## config.mk

```make
export PLATFORM = sky130hd
export DESIGN_NAME = tdm_demux
export DESIGN_NICKNAME = d
export VERILOG_FILES = /design/src/rtl/tdm_pkg.sv /design/src/rtl/tdm_slot_counter.sv /design/src/rtl/tdm_demux.sv
export SDC_FILE = /design/constraint.sdc
export NUM_CORES = 1
export LEC_CHECK = 0
export CORE_AREA = 2 2 39 41
export CTS_BUF_LIST = sky130_fd_sc_hd__clkbuf_4
export DETAILED_ROUTE_END_ITERATION = 10
export DIE_AREA = 0 0 41 43
export PLACE_DENSITY = 0.58
export SKIP_CTS_REPAIR_TIMING = 1
export SYNTH_ARGS = -nofsm -noshare
export SYNTH_HDL_FRONTEND = slang
export SYNTH_SLANG_ARGS = --single-unit
export TNS_END_PERCENT = 100
```

## constraint.sdc

```tcl
create_clock -name clk -period 1.44 [get_ports clk]
set_input_delay 0.288 -clock clk [delete_from_list [all_inputs] [get_ports clk]]
set_output_delay 0.288 -clock clk [all_outputs]
set_load 0.05 [all_outputs]
```

## src/rtl/tdm_pkg.sv

```systemverilog
// Shared definitions for the TDM transmitter and receiver.
package tdm_pkg;

  typedef enum logic {HUNT, RUN} tdm_state_e;

  // Slot index width; a single-slot frame still needs one bit to hold 0.
  function automatic int slot_w(input int n);
    return (n > 1) ? $clog2(n) : 1;
  endfunction

endpackage

```

## src/rtl/tdm_slot_counter.sv

```systemverilog
// Modulo-NUM_CH slot counter. Priority: clr, then load1, then inc.
// wrap is high while the counter sits on the last slot of the frame.
module tdm_slot_counter
  import tdm_pkg::*;
#(
  parameter int NUM_CH = 2
) (
  input  logic                        clk,
  input  logic                        rst_n,
  input  logic                        inc,
  input  logic                        load1,
  input  logic                        clr,
  output logic [slot_w(NUM_CH)-1:0]   cnt,
  output logic                        wrap
);

  localparam int SW = slot_w(NUM_CH);
  localparam logic [SW-1:0] LAST = SW'(NUM_CH - 1);

  assign wrap = (cnt == LAST);

  // Slot register; incrementing from the last slot folds back to 0 so the
  // value never reaches NUM_CH.
  always_ff @(posedge clk) begin
    if (!rst_n)      cnt <= '0;
    else if (clr)    cnt <= '0;
    else if (load1)  cnt <= SW'(1);
    else if (inc)    cnt <= wrap ? '0 : cnt + SW'(1);
  end

endmodule

```

## src/rtl/tdm_demux.sv

```systemverilog
// Receive side of the TDM link: realigns on SOF, collects one sample per
// slot into a capture buffer and publishes whole frames with a 1-cycle strobe.
module tdm_demux
  import tdm_pkg::*;
#(
  parameter int NUM_CH = 2,
  parameter int WIDTH  = 1
) (
  input  logic                        clk,
  input  logic                        rst_n,
  input  logic                        in_valid,
  input  logic                        in_sof,
  input  logic [WIDTH-1:0]            in_data,
  output logic [NUM_CH*WIDTH-1:0]     out_data,
  output logic                        out_valid,
  output logic [slot_w(NUM_CH)-1:0]   slot_idx,
  output logic                        locked,
  output logic                        sync_err
);

  localparam int SW = slot_w(NUM_CH);

  tdm_state_e state, state_n;

  logic                          cnt_inc, cnt_load1, cnt_clr, cnt_wrap;
  logic                          cap_we, err_n, publish;
  logic [SW-1:0]                 cap_idx;
  logic [NUM_CH-1:0][WIDTH-1:0]  cap, frame_n, out_q;

  tdm_slot_counter #(.NUM_CH(NUM_CH)) u_slot (
    .clk   (clk),
    .rst_n (rst_n),
    .inc   (cnt_inc),
    .load1 (cnt_load1),
    .clr   (cnt_clr),
    .cnt   (slot_idx),
    .wrap  (cnt_wrap)
  );

  assign locked   = (state == RUN);
  assign out_data = out_q;

  // Framing state register.
  always_ff @(posedge clk) begin
    if (!rst_n) state <= HUNT;
    else        state <= state_n;
  end

  // Next state, slot counter controls, capture write and publish decisions.
  always_comb begin
    state_n   = state;
    cnt_inc   = 1'b0;
    cnt_load1 = 1'b0;
    cnt_clr   = 1'b0;
    cap_we    = 1'b0;
    cap_idx   = slot_idx;
    err_n     = 1'b0;
    publish   = 1'b0;
    if (in_valid) begin
      unique case (state)
        HUNT: begin
          if (in_sof) begin
            cap_we    = 1'b1;
            cap_idx   = '0;
            cnt_load1 = 1'b1;
            state_n   = RUN;
          end
        end
        RUN: begin
          if (in_sof) begin
            // SOF restarts the frame; if a frame was in flight it is dropped.
            cap_we    = 1'b1;
            cap_idx   = '0;
            cnt_load1 = 1'b1;
            err_n     = (slot_idx != '0);
          end else if (slot_idx == '0) begin
            // Expected a frame start and did not get one: lose lock.
            err_n   = 1'b1;
            cnt_clr = 1'b1;
            state_n = HUNT;
          end else begin
            cap_we = 1'b1;
            if (cnt_wrap) begin
              publish = 1'b1;
              cnt_clr = 1'b1;
            end else begin
              cnt_inc = 1'b1;
            end
          end
        end
        default: state_n = HUNT;
      endcase
    end
  end

  // The last sample bypasses the capture buffer so the frame is published
  // on the same edge that accepts it.
  always_comb begin
    frame_n           = cap;
    frame_n[NUM_CH-1] = in_data;
  end

  // Capture buffer, output frame register and the one-cycle strobes.
  always_ff @(posedge clk) begin
    if (!rst_n) begin
      cap       <= '0;
      out_q     <= '0;
      out_valid <= 1'b0;
      sync_err  <= 1'b0;
    end else begin
      out_valid <= publish;
      sync_err  <= err_n;
      if (cap_we)  cap[cap_idx] <= in_data;
      if (publish) out_q        <= frame_n;
    end
  end

endmodule

```

==> metrics.log <==
[metrics] number of nets in the layout: 56
[metrics] top cell type's share of synthesized area: 0.4766
[metrics] data required time at the worst endpoint: roughly 1.6 ns
[metrics] count of maximum capacitance violations: 0
[metrics] root buffer cell: clkbuf_4
[metrics] final core utilization: 0.3752
[metrics] number of sinks on the clock net: 7
[metrics] most numerous cell types in the synthesized netlist: dfxtp_1 (7), nor2_1 (5), inv_1 (4), mux2i_1 (3), nand2_1 (3)
[metrics] total core area: between 0.001 and 0.0015 mm²
[metrics] Clock Latency Late Sink: about 0.25 ns
[metrics] most used flip-flop cell after synthesis: dfxtp_1
[metrics] pre-CTS setup slack: -0.1251 ns
[metrics] Post-synth EDFFs: 0
[metrics] outcome: finished, final reports clean
[metrics] setup repair after global routing missed its margin: false
[metrics] wire length per cell: about 8.7 µm
[metrics] class of the most critical hold timing path: register to register
[metrics] Worst Path Class, Setup: input pin to register
[metrics] worst relative slew slack: 0.8017
[metrics] cell area after synthesis: 294.0 µm²
[metrics] die area: between 0.0015 and 0.002 mm²
[metrics] initial core utilization: 0.2125
[metrics] final worst-path cycle share: 0.9166
[metrics] CTS clk-pin slew, worst paths: around 0.05 ns
[metrics] cell types with the largest area share after synthesis: dfxtp_1 (48%), mux2i_1 (10%), ha_1 (8.5%)
[metrics] clock skew: 0.003406 ns
[metrics] clock tree from TritonCTS: built
[metrics] total CTS buffers: 3
[metrics] gpl congestion: 0.6970
[metrics] number of antenna violations at the first check in global routing: 0
[metrics] All-Layer GR Usage: 0.09485
[metrics] sequential share of the synthesized area: 0.4766
[metrics] arrival time of data at the critical path endpoint: 1.50 ns
[metrics] post-route cell area: 519.2 µm²
[metrics] # setup viols final: 0
[metrics] leading cell type by number of instances after synthesis: dfxtp_1
[metrics] detailed placement HPWL: between 400 and 500 µm
[metrics] Distinct cells, synth: 12
[metrics] Synth warnings: 0
[metrics] top cell type by total area after synthesis: dfxtp_1
[metrics] syn_area_per_cell: slightly above 9 µm²
[metrics] total count of max-transition violations in the final report: 0
[metrics] IO Pins: 11
[metrics] number of DRC markers after the initial detailed-route iteration: 6
[metrics] area growth from synthesis to layout: 76.60%
[metrics] diode count: 0
[metrics] area post-placement: around 500 µm²
[metrics] wire length of the first global-routing pass: 1.055 mm
[metrics] proportion of layout cells with a drive suffix above 1: 0.2500
[metrics] power per cell area: just over 900 mW/mm²
[metrics] Horiz. Die Dim: between 40 and 50 µm
[metrics] number of I/O port buffers: 10
[metrics] flop and latch count out of synthesis: 7
[metrics] leak pwr: roughly 0.24 nW
[metrics] count of antenna-violating nets left after detailed routing: 0
[metrics] Die Y: approximately 43 µm
[metrics] level count of the clock H-tree: 1
[metrics] via count of the first global-routing pass: between 200 and 300
[metrics] first-pass iteration count of the detailed router: 2
[metrics] top fanout value on the critical path: 2
[metrics] largest net degree at the start of global routing: 9
[metrics] Critical Path Sink Type: register
[metrics] DR vias/cell: ~4.2
[metrics] net count after synthesis: 39
[metrics] vias post-DR: 269
[metrics] async set-reset flop share out of synthesis: 0
[metrics] Clock Tree Buf Depth: 2
[metrics] number of rows created at floorplan: 14
[metrics] worst vdd rail ir drop: 0.4243 mV
[metrics] highest clock rate: approximately 760 MHz
[metrics] shortest period the worst path allows: about 1.3 ns
[metrics] worst-case setup margin in the final layout: between 0.1 and 0.15 ns
[metrics] actual transition at the worst max-transition pin: 0.2971 ns
[metrics] Syn Inst Count: 32
[metrics] CP startpoint kind: input pin
[metrics] overflow left after global routing: 0
[metrics] setup tns final: 0 ns
[metrics] DR DRC count: 0
[metrics] Total Wirelength: 559 µm
[metrics] hold violation count in the final report: 0
[metrics] Register-to-Register Setup Slack: between 0.2 and 0.25 ns
==> sequential cells by signal, indices dropped and copies added, names as in the netlist <==
| register | cells |
|---|---|
| out_data | 2 |
| out_valid | 1 |
| cap | 1 |
| locked | 1 |
| sync_err | 1 |
| u_slot.cnt | 1 |
==> cell families (layout without fill, tap and decap cells) <==
| logic type | Yosys count | in the layout | synth area share |
|---|---|---|---|
| simple gates | 12 | 12 | 0.1787 |
| flops | 7 | 7 | 0.4766 |
| compound gates | 4 | 4 | 0.1064 |
| buf+inv | 4 | 20 | 0.05105 |
| mux | 3 | 3 | 0.1021 |
| fa+ha+maj | 2 | 2 | 0.08509 |
==> stage by stage <==
stage,hold WS [ns],power (mW),std cells
after floorplan,0.4039,0.2480,32
after global placement,0.4494,0.2934,60
after detailed placement,0.4546,0.2941,60
after CTS,0.4772,0.4984,64
after global routing,0.5033,0.5124,64
final,0.4721,0.4849,64
==> critical path, cell delays in order <==
cell and delay (ns):
clkdlybuf4s50_1 0.48, inv_1 0.06, ha_1 0.21, nor2b_1 0.12, o211a_1 0.18, mux2i_1 0.17
==> where the power goes <==
part | switching, mW | internal, mW | total (mW)
combinational | 0.0374 | 0.0424 | 0.0798
clock | 0.0710 | 0.124 | 0.195
sequential | 0.00908 | 0.201 | 0.210
==> cell usage in the layout, fill, tap and decap left out <==
| cell | count |
|---|---|
| buf_4 | 2 |
| clkbuf_4 | 4 |
| ha_1 | 2 |
| mux2i_1 | 3 |
| o211a_1 | 1 |
| inv_1 | 4 |
| nor2_1 | 5 |
| buf_12 | 6 |
| a21oi_1 | 1 |
| nand3_1 | 2 |
| dfxtp_1 | 7 |
| a311oi_1 | 1 |
| clkdlybuf4s50_1 | 4 |
| nor2b_1 | 2 |
| nand2_1 | 3 |
| a22oi_1 | 1 |
==> per-layer routing <==
| layer | track usage | routed length, µm |
|---|---|---|
| met5 | 0 | 0 |
| met4 | 0.04000 | 0 |
| met3 | 0.08377 | 69 |
| met2 | 0.1031 | 259 |
| met1 | 0.1275 | 231 |
==> area by class of cell <==
type	instances	area, µm²
clock buffer	4	30.03
fill	145	864.6
inverter	4	15.01
multi-input combinational	21	138.9
sequential	7	140.1
tap	16	20.02
timing repair buffer	12	175.2
==> worst paths after layout <==
kind | endpoint | from | depth (start not counted)
setup / recovery | cap[0] | in_sof | 6
hold / removal | cap[0] | cap[0] | 2
hold reg to reg | cap[0] | cap[0] | 2
setup reg to reg | cap[0] | u_slot.cnt | 5
Note: power is estimated with default switching activity, not from simulation.
